### src/rtl/div_pkg.sv
// rtl/div_pkg.sv - shared encodings, constants and helpers for the RV32M divide controller
package div_pkg;

  localparam logic [31:0] INT_MIN  = 32'h8000_0000;
  localparam logic [31:0] ALL_ONES = 32'hFFFF_FFFF;

  // bit 0 set means unsigned, bit 1 set means the remainder is returned
  typedef enum logic [1:0] {
    OP_DIV  = 2'b00,
    OP_DIVU = 2'b01,
    OP_REM  = 2'b10,
    OP_REMU = 2'b11
  } div_op_e;

  typedef enum logic [2:0] {
    ST_IDLE  = 3'd0,
    ST_START = 3'd1,
    ST_WAIT  = 3'd2,
    ST_RESP  = 3'd3,
    ST_DRAIN = 3'd4
  } div_state_e;

  function automatic logic op_is_signed(input logic [1:0] op);
    return !op[0];
  endfunction

  function automatic logic op_is_rem(input logic [1:0] op);
    return op[1];
  endfunction

  // two's-complement negation when neg is set; doubles as absolute value for negative inputs
  function automatic logic [31:0] cond_negate(input logic [31:0] x, input logic neg);
    return neg ? (32'd0 - x) : x;
  endfunction

endpackage

### src/rtl/div_sign_fix.sv
// rtl/div_sign_fix.sv - conditional negation of an operand pair (magnitudes in, signed results out)
module div_sign_fix
  import div_pkg::*;
(
  input  logic [31:0] a_i,
  input  logic [31:0] b_i,
  input  logic        neg_a_i,
  input  logic        neg_b_i,
  output logic [31:0] a_o,
  output logic [31:0] b_o
);

  // each lane independently passes through or is negated
  always_comb begin
    a_o = cond_negate(a_i, neg_a_i);
    b_o = cond_negate(b_i, neg_b_i);
  end

endmodule

### src/rtl/div_ctrl32.sv
// rtl/div_ctrl32.sv - RV32M divide front end: special cases, sign handling, flush, result cache
module div_ctrl32
  import div_pkg::*;
#(
  parameter int XLEN     = 32,
  parameter int TAG_W    = 5,
  parameter bit CACHE_EN = 1'b1
) (
  input  logic             clk,
  input  logic             rstn,
  input  logic             flush,
  input  logic             req_valid,
  output logic             req_ready,
  input  logic [1:0]       req_op,
  input  logic [XLEN-1:0]  req_rs1,
  input  logic [XLEN-1:0]  req_rs2,
  input  logic [TAG_W-1:0] req_tag,
  output logic             resp_valid,
  input  logic             resp_ready,
  output logic [XLEN-1:0]  resp_data,
  output logic [TAG_W-1:0] resp_tag,
  output logic             core_start,
  output logic [31:0]      core_dividend,
  output logic [31:0]      core_divisor,
  output logic             core_hold,
  input  logic             core_valid,
  input  logic [31:0]      core_q,
  input  logic [31:0]      core_rem
);

  div_state_e       state_q, state_d;
  logic [1:0]       op_q;
  logic [XLEN-1:0]  rs1_q, rs2_q;
  logic [TAG_W-1:0] tag_q;
  logic [31:0]      mag_a_q, mag_b_q;
  logic [XLEN-1:0]  res_quo_q, res_rem_q;

  logic             cache_vld_q;
  logic             cache_sgn_q;
  logic [XLEN-1:0]  cache_rs1_q, cache_rs2_q;
  logic [XLEN-1:0]  cache_quo_q, cache_rem_q;

  logic             accept;
  logic             req_signed;
  logic             sgn_q;
  logic             is_div0, is_ovf, is_hit, special;
  logic [XLEN-1:0]  spec_quo, spec_rem;
  logic [31:0]      mag_a, mag_b;
  logic [31:0]      fix_quo, fix_rem;

  assign req_signed = op_is_signed(req_op);
  assign sgn_q      = op_is_signed(op_q);
  assign accept     = req_valid && req_ready;

  // operand magnitudes handed to the unsigned core
  div_sign_fix u_pre (
    .a_i     (req_rs1),
    .b_i     (req_rs2),
    .neg_a_i (req_signed && req_rs1[XLEN-1]),
    .neg_b_i (req_signed && req_rs2[XLEN-1]),
    .a_o     (mag_a),
    .b_o     (mag_b)
  );

  // quotient takes the xor of operand signs, remainder follows the dividend
  div_sign_fix u_post (
    .a_i     (core_q),
    .b_i     (core_rem),
    .neg_a_i (sgn_q && (rs1_q[XLEN-1] ^ rs2_q[XLEN-1])),
    .neg_b_i (sgn_q && rs1_q[XLEN-1]),
    .a_o     (fix_quo),
    .b_o     (fix_rem)
  );

  // classify the incoming request; divide-by-zero beats overflow beats cache hit
  always_comb begin
    is_div0  = (req_rs2 == '0);
    is_ovf   = req_signed && (req_rs1 == INT_MIN) && (req_rs2 == ALL_ONES);
    is_hit   = CACHE_EN && cache_vld_q && (cache_rs1_q == req_rs1) &&
               (cache_rs2_q == req_rs2) && (cache_sgn_q == req_signed);
    special  = is_div0 || is_ovf || is_hit;
    spec_quo = cache_quo_q;
    spec_rem = cache_rem_q;
    if (is_div0) begin
      spec_quo = ALL_ONES;
      spec_rem = req_rs1;
    end else if (is_ovf) begin
      spec_quo = INT_MIN;
      spec_rem = '0;
    end
  end

  // state register
  always_ff @(posedge clk) begin
    if (!rstn) state_q <= ST_IDLE;
    else       state_q <= state_d;
  end

  // next-state: a flush in WAIT must still absorb the core's completion in DRAIN
  always_comb begin
    state_d = state_q;
    case (state_q)
      ST_IDLE:  if (accept) state_d = special ? ST_RESP : ST_START;
      ST_START: state_d = flush ? ST_IDLE : ST_WAIT;
      ST_WAIT: begin
        if (core_valid)  state_d = flush ? ST_IDLE : ST_RESP;
        else if (flush)  state_d = ST_DRAIN;
      end
      ST_RESP:  if (flush || resp_ready) state_d = ST_IDLE;
      ST_DRAIN: if (core_valid) state_d = ST_IDLE;
      default:  state_d = ST_IDLE;
    endcase
  end

  // outputs decoded from state and registered datapath
  always_comb begin
    req_ready     = rstn && (state_q == ST_IDLE) && !flush;
    core_start    = (state_q == ST_START) && !flush;
    resp_valid    = (state_q == ST_RESP);
    resp_data     = op_is_rem(op_q) ? res_rem_q : res_quo_q;
    resp_tag      = tag_q;
    core_dividend = mag_a_q;
    core_divisor  = mag_b_q;
    core_hold     = 1'b0;
  end

  // request capture, result registers and the one-entry cache
  always_ff @(posedge clk) begin
    if (!rstn) begin
      op_q        <= '0;
      rs1_q       <= '0;
      rs2_q       <= '0;
      tag_q       <= '0;
      mag_a_q     <= '0;
      mag_b_q     <= '0;
      res_quo_q   <= '0;
      res_rem_q   <= '0;
      cache_vld_q <= 1'b0;
      cache_sgn_q <= 1'b0;
      cache_rs1_q <= '0;
      cache_rs2_q <= '0;
      cache_quo_q <= '0;
      cache_rem_q <= '0;
    end else begin
      if (accept) begin
        op_q    <= req_op;
        rs1_q   <= req_rs1;
        rs2_q   <= req_rs2;
        tag_q   <= req_tag;
        mag_a_q <= mag_a;
        mag_b_q <= mag_b;
        if (special) begin
          res_quo_q <= spec_quo;
          res_rem_q <= spec_rem;
        end
      end
      if ((state_q == ST_WAIT) && core_valid) begin
        res_quo_q <= fix_quo;
        res_rem_q <= fix_rem;
      end
      if (((state_q == ST_WAIT) || (state_q == ST_DRAIN)) && core_valid) begin
        cache_vld_q <= 1'b1;
        cache_sgn_q <= sgn_q;
        cache_rs1_q <= rs1_q;
        cache_rs2_q <= rs2_q;
        cache_quo_q <= fix_quo;
        cache_rem_q <= fix_rem;
      end
    end
  end

endmodule

### config.mk
export PLATFORM = sky130hd
export DESIGN_NAME = div_ctrl32
export DESIGN_NICKNAME = d
export VERILOG_FILES = /design/src/rtl/div_pkg.sv /design/src/rtl/div_sign_fix.sv /design/src/rtl/div_ctrl32.sv
export SDC_FILE = /design/constraint.sdc
export NUM_CORES = 1
export LEC_CHECK = 0
export CORE_ASPECT_RATIO = 1.25
export CORE_MARGIN = 10
export CORE_UTILIZATION = 30
export DETAILED_ROUTE_END_ITERATION = 10
export PLACE_DENSITY_LB_ADDON = 0.1
export SKIP_LAST_GASP = 1
export SYNTH_ARGS = -nofsm -noshare
export SYNTH_HDL_FRONTEND = slang
export SYNTH_SLANG_ARGS = --single-unit
### constraint.sdc
create_clock -name clk -period 4.9 [get_ports clk]
set_clock_uncertainty 0.2 [all_clocks]
set_input_delay 0.98 -clock clk [delete_from_list [all_inputs] [get_ports clk]]
set_output_delay 0.98 -clock clk [all_outputs]
set_load 0.005 [all_outputs]
==> Word level (Yosys, flattened, before mapping) <==
Cells that the tools add are included.
{ "word_totals": {"output_inout_bits": 105, "wordCells": 85, "register_bits": 332, "input_bits": 141} }
{ "op_classes": {"bitwise_logic": 1, "n_eq_ne": 13, "n_reduce_logical": 28, "addsub": 4, "muxes": 24} }
{ "op_table": {"columns": ["cell", "count"], "rows": [
  ["32-bit 2-to-1 mux", 15],
  ["1-bit by 32-bit subtractor with 32-bit output, first input constant", 4],
  ["32-bit == test", 2],
  ["32-bit == test, second input constant", 2],
  ["32-bit logical NOT", 1],
  ["1-bit logical AND", 15],
  ["3-bit 2-to-1 mux", 5],
  ["3-bit case mux with 5 select lines", 1],
  ["3-bit by 2-bit == test with 1-bit output, second input constant", 2],
  ["2-bit 2-to-1 mux", 3],
  ["1-bit logical OR", 4],
  ["2-bit != test, second input constant", 2],
  ["4-bit AND reduction", 1],
  ["2-bit nonzero test", 2],
  ["3-bit by 1-bit == test with 1-bit output, second input constant", 1],
  ["3-bit == test, second input constant", 1],
  ["1-bit logical NOT", 3],
  ["3-bit logical NOT", 1],
  ["3-bit != test, second input constant", 1],
  ["2-bit by 1-bit != test with 1-bit output, second input constant", 1],
  ["2-bit AND reduction", 1],
  ["1-bit == test", 1],
  ["1-bit XOR", 1]
]} }

==> Logic depth before layout (Yosys ltp) <==
Gate-level depths: netlist of the first run.
{ "logic_depth": {"depth_word": 8, "mapped_depth": 12, "depth_no_buf": 9} }

==> Hierarchy <==
From an unflattened synthesis of the first run, not the netlist that was laid out.
{ "unflattened": {"hier_cells": 2293, "hier_area_um2": 18210.0} }
{ "modules_own_cells": {"columns": ["module", "area_each_um2", "seq_area_each_um2", "n_inst", "cells_each"], "rows": [
  ["div_ctrl32", 15452.3, 6646.4, 1, 1911],
  ["div_sign_fix at u_post", 1398.8, 0.0, 1, 198],
  ["div_sign_fix at u_pre", 1358.8, 0.0, 1, 184]
]} }

==> Least setup slack after synthesis of the first run <==
Ideal clock, no wire load.
{ "synth_timing": {"path_kind": "input-to-reg", "from": "input req_rs1[5]", "to": "register res_quo_q[19]", "n_path_buf": 2, "setup_ps": 138, "arrival_time_ps": 3250, "cell_stages": 8, "setup_slack_ps": 1312, "t_required_ps": 4562, "path_cell_list": "clkbuf_1 a2111o_1 or4_1 or4_4 or2_0 buf_2 a211oi_1 o32ai_1"} }
{ "synth_between": {"elab_chain_len": 8, "word_cells_on_any_way": 16, "cone_classes": "eq/ne (2); mux (5); reduce/logical (9)"} }
{ "synth_rtl": {"columns": ["item", "line", "rtl"], "rows": [
  ["from (decl)", "div_ctrl32.sv:15", "input logic [XLEN-1:0] req_rs1,"],
  ["32-bit == test", "div_ctrl32.sv:78", "is_ovf = req_signed && (req_rs1 == INT_MIN) && (req_rs2 == ALL_ONES);"],
  ["1-bit logical AND (2 in a row)", "div_ctrl32.sv:78", null],
  ["32-bit 2-to-1 mux", "div_ctrl32.sv:87", "end else if (is_ovf) begin"],
  ["32-bit 2-to-1 mux", "div_ctrl32.sv:84", "if (is_div0) begin"],
  ["32-bit 2-to-1 mux", "div_ctrl32.sv:152", "if (special) begin"],
  ["32-bit 2-to-1 mux", "div_ctrl32.sv:145", "if (accept) begin"],
  ["32-bit 2-to-1 mux", "div_ctrl32.sv:157", "if ((state_q == ST_WAIT) && core_valid) begin"],
  ["to (signal assigned)", "div_ctrl32.sv:153", "res_quo_q <= spec_quo;"],
  ["to (signal assigned)", "div_ctrl32.sv:158", "res_quo_q <= fix_quo;"],
  ["to (decl)", "div_ctrl32.sv:36", "logic [XLEN-1:0] res_quo_q, res_rem_q;"]
]} }
Parallel ways exist; a longest one is shown, timed or not. The select of a mux whose other input is x is not followed.
A chain may end at the register's enable or synchronous reset.

==> Worst setup path after layout of the first run <==
{ "layout_timing": {"from": "input req_rs1[1]", "to": "register res_quo_q[5]"} }
The elaborated chain is that of the path after synthesis.

==> results of run 1 <==
## worst max-delay path by stage
stage,cells past startpoint,slack (ns),end,from
2_1_floorplan,8,1.31,res_quo_q[19],req_rs1[5]
3_3_place_gp,12,0.29,res_quo_q[5],req_rs1[0]
3_5_place_dp,12,0.25,res_quo_q[5],req_rs1[1]
4_1_cts,12,0.81,res_quo_q[5],req_rs1[1]
5_1_grt,12,0.64,res_quo_q[3],req_rs1[1]
6_report,12,0.75,res_quo_q[5],req_rs1[1]
## registers in the layout, indices dropped and copies added (netlist names), 32 cells and up
register,flops
cache_quo_q,32
cache_rem_q,32
cache_rs1_q,32
cache_rs2_q,32
res_quo_q,32
res_rem_q,32
rs1_q,32
rs2_q,32
## stage by stage
stage	power [mW]	utilization (%)	hold slack [ns]	setup slack, ns	instances
global placement	3.63	36.4	0.235	0.290	3000
detailed placement	3.63	36.4	0.243	0.251	3000
CTS	6.44	38.5	0.242	0.806	3063
global route	6.59	38.5	0.264	0.640	3063
finish	6.36	38.5	0.240	0.754	3063
floorplan	3.19	-	0.225	1.31	2131
## where the power goes
| group | total, mW | internal (mW) | switching, mW |
|---|---|---|---|
| Combinational | 0.795 | 0.328 | 0.467 |
| Sequential | 2.77 | 2.74 | 0.0322 |
| Clock | 2.80 | 1.62 | 1.17 |
## cells by family after synthesis
| family | after synthesis | share of synthesized area (%) |
|---|---|---|
| compound gates | 545 | 21.3 |
| flops | 330 | 39.8 |
| fa+ha+maj | 5 | 0.377 |
| other cells | 1 | 0.0226 |
| simple gates | 830 | 22.1 |
| xor+xnor | 166 | 8.75 |
| buf+inv | 218 | 5.27 |
| mux | 36 | 2.41 |
## cell usage in the layout (no fill, tap or decap), types with 8 or more instances in the layout
cell / count
nor4_1: 26
mux2_2: 32
o41ai_1: 15
and3_1: 17
xnor2_1: 90
a211oi_1: 119
a311oi_1: 9
o221ai_1: 12
o211ai_1: 8
dfxtp_1: 330
or3_1: 20
a32o_1: 8
o21ai_0: 60
nor2b_1: 17
a2111oi_0: 8
clkdlybuf4s50_1: 244
o31ai_1: 20
nor3_1: 56
a21oi_1: 221
or4_1: 16
o32ai_1: 11
nand4_1: 27
clkbuf_16: 38
nand2b_1: 11
xor2_1: 76
nor2_1: 244
inv_1: 18
nand3_1: 19
buf_4: 83
and2_1: 13
a31oi_1: 16
clkbuf_1: 11
nand2_1: 347
## per-layer routing
layer | part of all wire (%) | vias to the layer above
met3 | 4.6 | 134
met2 | 49 | 507
met1 | 41 | 7618
li1 | - | 7805
met5 | 0.030 | -
met4 | 5.0 | 4
## tightest hold or removal path, cell delays in order (launching register included)
cell and delay [ns]:
dfxtp_1 0.30, nand2_1 0.06, a21oi_1 0.05
## layout make-up
type | count | share of cell area (%)
Timing Repair Buffer | 333 | 15.1
Multi-Input combinational cell | 1583 | 43.4
Sequential cell | 330 | 31.2
Inverter | 19 | 0.373
Clock buffer | 55 | 5.08
Tap cell | 735 | 4.35
Clock inverter | 8 | 0.509
==> summary.md, run 1 <==
| Metric | Value |
|---|---|
| Syn Inst Count | 2131 |
| Die W | ~230 um |
| Critical Path RT | 5.08 ns |
| Die area | ~65000 um^2 |
| Worst-Margin Slew | slightly above 1 ns |
| Drt first pass iters | 5 |
| Core area | ~55000 um^2 |
| R2R cell count | 8 |
| Inserted Diodes | 0 |
| CTS H-Tree Depth | 2 |
| Setup total negative slack | 0 ns |
| Post-DRT Antenna Nets | 0 |
| Total power per unit cell area | between 300 and 400 nW/um^2 |
| Synth top area cells | dfxtp_1 40%, nand2_1 7.8%, a21oi_1 6.7%, nor2_1 5.5%, a211oi_1 5.4% |
| R2r setup slk | 1.64 ns |
| Total wire length | 70.3 mm |
| YS warnings | 0 |
| Num rows | 96 |
| Vias per inst | around 5.2 |
| GRT Overall Usage | between 20% and 30% |
| Hold Startpoint | rs1_q[29] |
| Crit path launch type | input port |
| Ys async rst share | 0% |
| Synth Cell Area | between 15000 and 20000 um^2 |
| Hold endpoint | cache_rs1_q[29] |
| Ys flop type | dfxtp_1 |
| Starting Density | between 30% and 40% |
| Syn avg cell area | 7.79 um^2 |
| First-pass GRT wire length | ~100 mm |
| CTS tree | built |
| IO Count | 246 |
| DRT iter0 DRCs | 1120 |
| Max-slew violation count | 0 |
| CP max FO | 18 |
| Critical Path Max Stage Delay | 0.52 ns |
| Root Buffer | clkbuf_16 |
| #FFs+latches synth | between 300 and 400 |
| RR Startpoint | cache_rs2_q[11] |
| Hold crit path type | register to register |
| Design Area, Final | around 21000 um^2 |
| Dominant cell type by area after synthesis | dfxtp_1 |
| Worst path arrival time | between 4 and 5 ns |
| Share of the synthesized area in the top cell type | 39.8% |
| Layout filler cell count | 5765 |
| Min cycle time layout | around 4.1 ns |
| Area growth, synth to finish | 27.3% |
| Max VDD drop | 180 uV |
| Leakage | 6.97 nW |
| Final net count | 2450 |
| Via count | 16.1k |
| Number of synthesized flops with an enable pin | 0 |
| GP Congestion | slightly below 0.9 |
| Period Utilization, post-route | a little over four fifths |
| Crit path cell chain | clkdlybuf4s50_1 > inv_1 > ha_1 > or4b_1 > nor3_1 > nand4_1 > o21a_1 > o32a_1 > buf_4 > buf_4 > a211oi_1 > a211oi_1 |
| Clk_lat worst skew | about 0.57 ns |
| GR Util met3 | 2.77% |
| Peak Freq | 0.241 GHz |
| Max_cap viols | 0 |
| Top-count cell post-synth | nand2_1 |
| Met2 Track Usage GR | ~36% |
| CP Capture Type | register |
| Crit-path leading delay family | simple AND/OR/NAND/NOR gates |
| Residual DRC | 0 |
| Gr ovfl total | 0 |
| IO buf count | around 240 |
| Placed cell area | approximately 20000 um^2 |
| CP max stage cell | or4b_1 |
| FF-to-FF End | res_quo_q[27] |
| CTS clk-pin slew, worst paths | 0.06 ns |
| Commonest cells post-synth | 347 x nand2_1, 330 x dfxtp_1, 244 x nor2_1 |
| Sequential fraction of the synthesis area | between 30% and 40% |
| Clock tree sinks | 330 |
| Reg area | between 6000 and 7000 um^2 |
| Initial antenna violation count | 2 |
| Post-CTS Setup Bufs | 0 |
| Final setup violation count | 0 |
| Hpwl dp | about 52 mm |
| Hold Path Depth | 2 |
| Crit path kind | input port to register |
| Drt wl/cell | 22.9 um |
| CTS resizes | 0 |
| Vias in the first global route | 15.9k |
| RSZ-0062 raised after global routing | false |
| Status | complete, no violations |
| Final hold violation count | 0 |
| CTS buffer count | 37 |
| Max transition margin | ~32% |
| Multi-input combinational cell area | a little over 9000 um^2 |
| Met1 Use GR | between 20 and 25% |
| Fraction of layout cells with a size suffix above 1 | 8.20% |
| Syn_nets | around 2.3k |
| DIE HEIGHT | approximately 280 um |
| Critical path buffers and inverters | 4 |
| Post-synth cell types | 68 |
| Clk buf depth | 3 |
| Largest net degree at the start of global routing | between 100 and 150 |
| Hold buffers post-CTS | 0 |
| Layer with the highest usage | met2 |
(Power assumes the default switching activity.)
==> run 2: changes to the inputs <==
==> constraint.sdc (replaced) <==
create_clock -name clk -period 4.1 [get_ports clk]
set_clock_uncertainty 0.2 [all_clocks]
set_input_delay 0.82 -clock clk [delete_from_list [all_inputs] [get_ports clk]]
set_output_delay 0.82 -clock clk [all_outputs]
set_load 0.005 [all_outputs]
==> run 2 against run 1 <==
Design area grew 2.9%. Via count rose by 1.5%. Register-to-register slack got worse by 0.77 ns. Global-route usage decreased by 0.063 points. Sequential power rose by 19%. Clock power up 25%. Critical path depth fell by 1. First-iteration DRC count decreased by 11%. Flip-flop and latch count is the same. Clock-buffer cell count up 2.
==> summary.md, run 2 (synthesis gave the netlist of run 1 again) <==
| Metric | Value |
|---|---|
| Clk buf depth | 3 (unchanged) |
| Critical Path RT | 4.28 ns (-0.80 ns) |
| Final setup violation count | 0 (unchanged) |
| Fraction of layout cells with a size suffix above 1 | 10.7% (+2.5 points) |
| First-pass GRT wire length | 104 mm (about the same) |
| Via count | 16.3k (+1.5%) |
| Die W | 230 um (unchanged) |
| DIE HEIGHT | 283 um (unchanged) |
| IO Count | 246 (unchanged) |
| Post-CTS Setup Bufs | 0 (unchanged) |
| Met2 Track Usage GR | 37.5% (+1.5 points) |
| Leakage | 7.32 nW (+5.1%) |
| Worst path arrival time | 4.00 ns (-0.32 ns) |
| Max transition margin | 31.7% (-0.62 points) |
| Hold buffers post-CTS | 0 (unchanged) |
| CTS resizes | 0 (unchanged) |
| Hpwl dp | 52.0 mm (about the same) |
| Vias per inst | 5.22 (-0.41%) |
| GRT Overall Usage | 20.6% (-0.063 points) |
| Drt wl/cell | 22.5 um (-1.8%) |
| Root Buffer | clkbuf_16 |
| Vias in the first global route | 15.8k (-0.91%) |
| Final hold violation count | 0 (unchanged) |
| Clock tree sinks | 330 (unchanged) |
| Commonest non-fill, non-tap cell in the layout | nand2_1 |
| GR Util met3 | 2.65% (-0.12 points) |
| CP max FO | 20 (+2) |
| Placed cell area | 20500 um^2 (+2.6%) |
| Core area | 54900 um^2 (unchanged) |
| CTS clk-pin slew, worst paths | 0.06 ns (about the same) |
| Min cycle time layout | 3.82 ns |
| Design Area, Final | 21800 um^2 (+2.9%) |
| Layer with the highest usage | met2 |
| Period Utilization, post-route | between 90% and 100% |
| Crit path launch type | input port |
| Num rows | 96 (unchanged) |
| Drt first pass iters | 5 (unchanged) |
| CTS tree | built |
| Residual DRC | 0 (unchanged) |
| CP Capture Type | register |
| Worst-Margin Slew | 1.02 ns (+0.00921 ns) |
| GP Congestion | 0.893 (+2.9%) |
| Status | complete, no violations |
| Final net count | 2508 (+2.4%) |
| Starting Density | 30.3% (unchanged) |
| Max VDD drop | 230 uV (+28%) |
| Final core utilization | 39.6% (+1.1 points) |
| Crit path kind | input port to register |
| Peak Freq | between 0.2 and 0.3 GHz |
| CTS H-Tree Depth | 2 (unchanged) |
| Initial antenna violation count | 3 (+1) |
| CTS buffer count | 38 (+2.7%) |
| DRT iter0 DRCs | 992 (-11%) |
| Clk_lat worst skew | 0.54 ns (-0.03 ns) |
| Total wire length | 70.4 mm (+0.14%) |
| Total power per unit cell area | 358 nW/um^2 (+19%) |
| Fin cells | 3123 (+2.0%) |
| Max_cap viols | 0 (unchanged) |
| Largest net degree at the start of global routing | 102 (-15%) |
| Hold crit path type | register to register |
| RSZ-0062 raised after global routing | false |
| Placed Cells | 3057 (+1.9%) |
| Post-DRT Antenna Nets | 0 (unchanged) |
| Layout filler cell count | 5683 (-1.4%) |
| Commonest cells after routing, fill and taps aside | 347 x nand2_1, 330 x dfxtp_1, 244 x nor2_1, 244 x clkdlybuf4s50_1, 221 x a21oi_1 |
| Max-slew violation count | 0 (unchanged) |
| Met1 Use GR | 24.4% (-0.075 points) |
| Area growth, synth to finish | 31.0% |
| IO buf count | 244 (unchanged) |
| Die area | 65200 um^2 (unchanged) |
| Gr ovfl total | 0 (unchanged) |
[run 2: cell count changes in the layout (fill, tap and decap cells not counted)]
cell and delta:
buf_12 +8, buf_4 +49, diode_2 +1, clkbuf_8 +7, clkinv_4 -1, clkinv_2 +1
clkinv_8 -1, clkbuf_1 -6, inv_6 +1, clkbuf_16 +1
[run 2: path summary, 6_finish.rpt]
check                  start        endpoint  slack (ns)  cells past startpoint
min                 rs2_q[1]  cache_rs2_q[1]        0.25                      2
max               req_rs1[0]   res_rem_q[24]        0.28                     11
min reg2reg         rs2_q[1]  cache_rs2_q[1]        0.25                      2
max reg2reg  cache_rs2_q[11]   res_rem_q[24]        0.87                      9
[run 2: where the power goes]
group / leakage [nW] / internal [mW] / switching (mW) / total, mW
combinational: 4.02 / 0.416 / 0.559 / 0.976
sequential: 2.67 / 3.27 / 0.0388 / 3.31
clock: 0.629 / 2.09 / 1.42 / 3.51
[run 2: layout make-up]
| cell class | instances | area [um^2] | area share, % |
|---|---|---|---|
| Multi-Input combinational cell | 1583 | 9170 | 42.1 |
| Sequential cell | 330 | 6610 | 30.4 |
| Timing Repair Buffer | 390 | 3710 | 17.1 |
| Clock buffer | 57 | 1170 | 5.39 |
| Tap cell | 735 | 920 | 4.23 |
| Clock inverter | 8 | 96.3 | 0.443 |
| Inverter | 19 | 78.8 | 0.362 |
| Antenna cell | 1 | 2.50 | 0.0115 |
[run 2: stage by stage]
stage	TNS (ns)	hold slack, ns	power, mW	setup slack, ns
after floorplan	0	0.225	3.81	0.672
after global routing	0	0.263	8.08	0.117
after CTS	0	0.248	7.90	0.274
final	0	0.248	7.80	0.285
after global placement	-6.00	0.235	4.36	-0.249
after detailed placement	-5.57	0.244	4.36	-0.248
[run 2: layer usage]
layer / part of all wire (%) / wire [um]
met4: 3.3 / 2330
met5: 0.057 / 40
met2: 51 / 36000
met3: 4.4 / 3070
met1: 41 / 28900
[run 2: critical path, stage by stage]
cell and delay, ns:
clkdlybuf4s50_1 0.44, inv_1 0.07, ha_1 0.26, or4b_1 0.49
or3_1 0.35, and4bb_2 0.31, nand2_1 0.32, buf_4 0.36
and3_1 0.19, a211oi_1 0.26, o32ai_1 0.12
==> run 3: changes to the inputs <==
--- a/config.mk
+++ b/config.mk
@@ -5,7 +5,6 @@
 export SDC_FILE = /design/constraint.sdc
 export NUM_CORES = 1
 export LEC_CHECK = 0
-export CORE_ASPECT_RATIO = 1.25
 export CORE_MARGIN = 10
 export CORE_UTILIZATION = 30
 export DETAILED_ROUTE_END_ITERATION = 10
==> run 3 against run 2 <==
Register-to-register slack worse by 0.11 ns. Design area up 1.5%. Routed wire length is 1.3% higher. First-iteration DRC count is 22% higher. Hold slack got worse by 0.0092 ns. Final cell count rose by 1.6%. Global-route usage is 0.37 points higher. Critical path type unchanged. Critical endpoint is now res_rem_q[3]. Highest routed layer is now met4.
==> summary.md, run 3 (synthesis gave the netlist of run 1 again) <==
| Metric | Value |
|---|---|
| Root Buffer | clkbuf_16 |
| Gr ovfl total | 0 (unchanged) |
| Via count | 16.5k (+1.2%) |
| Die W | 255 um (+11%) |
| Post-DRT Antenna Nets | 0 (unchanged) |
| DRT iter0 DRCs | 1211 (+22%) |
| Drt wl/cell | 22.5 um (-0.24%) |
| Final setup violation count | 0 (unchanged) |
| Initial antenna violation count | 2 (-1) |
| Commonest non-fill, non-tap cell in the layout | nand2_1 |
| DIE HEIGHT | 255 um (-9.8%) |
| Hpwl dp | 52.3 mm (+0.63%) |
| Area growth, synth to finish | 33.0% |
| Total power | 8.09 mW (+3.7%) |
| R2r setup slk | 0.76 ns (-0.11 ns) |
| Fin cells | 3172 (+1.6%) |
| Critical Path Max Stage Delay | 0.59 ns (+0.10 ns) |
| Hold crit path type | register to register |
| Total power per unit cell area | 366 nW/um^2 (+2.2%) |
| Status | complete, no violations |
| Final hold violation count | 0 (unchanged) |
| Crit path launch type | input port |
| Crit path cell chain | clkdlybuf4s50_1 > xor2_1 > nor4_1 > nand2_1 > or4b_1 > o32a_1 > a2111oi_0 > buf_4 > a211oi_1 |
| CP max FO | 5 (-75%) |
| Critical path buffers and inverters | 2 (-1) |
| IO buf count | 244 (unchanged) |
| First-pass GRT wire length | 106 mm (+1.8%) |
| Post-CTS Setup Bufs | 0 (unchanged) |
| Worst path arrival time | 3.97 ns (-0.03 ns) |
| Clock tree sinks | 330 (unchanged) |
| Core area | 55000 um^2 (+0.17%) |
| Fraction of layout cells with a size suffix above 1 | 12.1% (+1.4 points) |
| Clk buf depth | 3 (unchanged) |
| CP Depth | 9 (-2) |
| Total wire length | 71.3 mm (+1.3%) |
| Placed Cells | 3098 (+1.3%) |
| R2R cell count | 8 (-1) |
| Critical Path RT | 4.31 ns (+0.03 ns) |
| CP max stage cell | clkdlybuf4s50_1 |
| Starting Density | 30.2% (-0.051 points) |
| Max transition margin | 41.1% (+9.4 points) |
| Peak Freq | 0.266 GHz (+1.4%) |
| Vias in the first global route | 15.9k (+0.54%) |
| CP Capture Type | register |
| Inserted Diodes | 0 (-1) |
| CTS buffer count | 41 (+7.9%) |
| IO Count | 246 (unchanged) |
| Crit-path leading delay family | simple AND/OR/NAND/NOR gates |
| Num rows | 86 (-10%) |
| GP Congestion | 0.908 (+1.7%) |
| Crit path kind | input port to register |
| Commonest cells after routing, fill and taps aside | 347 x nand2_1, 330 x dfxtp_1, 244 x nor2_1, 244 x clkdlybuf4s50_1, 221 x a21oi_1 |
| Critical path origin | req_rs2[0] |
| Leakage | 7.52 nW (+2.7%) |
| FF-to-FF End | res_rem_q[3] |
| Hold Path Depth | 2 (unchanged) |
| CTS clk-pin slew, worst paths | 0.06 ns (about the same) |
| CTS H-Tree Depth | 2 (unchanged) |
| Drt first pass iters | 5 (unchanged) |
| Die area | 65200 um^2 (about the same) |
| Vias per inst | 5.20 (-0.41%) |
| Largest net degree at the start of global routing | 125 (+23%) |
| Hold buffers post-CTS | 0 (unchanged) |
| CTS tree | built |
| RSZ-0062 raised after global routing | false |
| RR Startpoint | cache_rs2_q[11] |
| Max_cap viols | 0 (unchanged) |
| Final net count | 2539 (+1.2%) |
| CTS resizes | 0 (unchanged) |
| Residual DRC | 0 (unchanged) |
| Max-slew violation count | 0 (unchanged) |
| Worst setup endpoint | res_rem_q[3] |
| Clk_lat worst skew | 0.58 ns (+0.04 ns) |
| Period Utilization, post-route | 91.7% (-1.3 points) |
| Max VDD drop | 265 uV (+15%) |
| Min cycle time layout | 3.76 ns (-0.0543 ns) |
| GRT Overall Usage | 21.0% (+0.37 points) |
| Worst-Margin Slew | 0.882 ns (-0.139 ns) |
run 3: cell types whose count changed in the layout (fill, tap and decap cells not counted):
cell	previous run	this run
buf_12	14	13
buf_4	132	161
bufinv_16	2	5
clkbuf_16	39	41
clkbuf_8	13	7
clkinv_2	4	12
clkinv_4	0	1
diode_2	1	0
inv_6	1	2
run 3: worst min path at each step:
stage / startpoint / slack, ns / end
after detailed placement: rs1_q[17] / 0.24 / cache_rs1_q[17]
after CTS: rs1_q[25] / 0.24 / cache_rs1_q[25]
final: rs1_q[25] / 0.24 / cache_rs1_q[25]
after global routing: rs1_q[17] / 0.27 / cache_rs1_q[17]
after floorplan: res_rem_q[18] / 0.22 / res_rem_q[18]
after global placement: rs2_q[3] / 0.24 / cache_rs2_q[3]
run 3: final cells by class:
class | instances | area (um^2)
inverter | 19 | 78.8
clock inverter | 21 | 244
clock buffer | 53 | 1140
tap | 748 | 936
sequential | 330 | 6610
multi-input combinational | 1583 | 9170
fill | 5662 | 32900
timing repair buffer | 418 | 3910
run 3: routing by layer:
| metal | track usage (%) | wire (um) | vias to the layer above |
|---|---|---|---|
| met5 | 0 | 0 | - |
| met4 | 6.85 | 1900 | 0 |
| met3 | 3.12 | 3450 | 85 |
| met2 | 34.6 | 33800 | 458 |
| met1 | 27.6 | 32100 | 7969 |
| li1 | - | - | 7992 |
run 3: metrics by stage:
stage | setup TNS, ns | utilization, % | area (um^2) | worst slack, ns | hold slack [ns]
after global routing | 0 | 40.2 | 22100 | 0.172 | 0.266
final | 0 | 40.2 | 22100 | 0.339 | 0.239
after global placement | -0.614 | 37.6 | 20700 | -0.237 | 0.236
after floorplan | 0 | - | 16600 | 0.672 | 0.225
after CTS | 0 | 40.2 | 22100 | 0.435 | 0.244
after detailed placement | -0.934 | 37.6 | 20700 | -0.125 | 0.243
run 3: report_power, final:
group          internal [mW]  switching (mW)
Combinational          0.425           0.568
Sequential              3.28          0.0385
Clock                   2.28            1.50
Total                   5.98            2.11
run 3: worst register-to-register path: stages (launching register included):
cell and delay (ns):
dfxtp_1 0.33, nor2b_1 0.18, a2111o_1 0.42, or4_1 0.55, or2_1 0.26, o32a_1 0.45, a2111oi_0 0.53, buf_4 0.22
a211oi_1 0.04
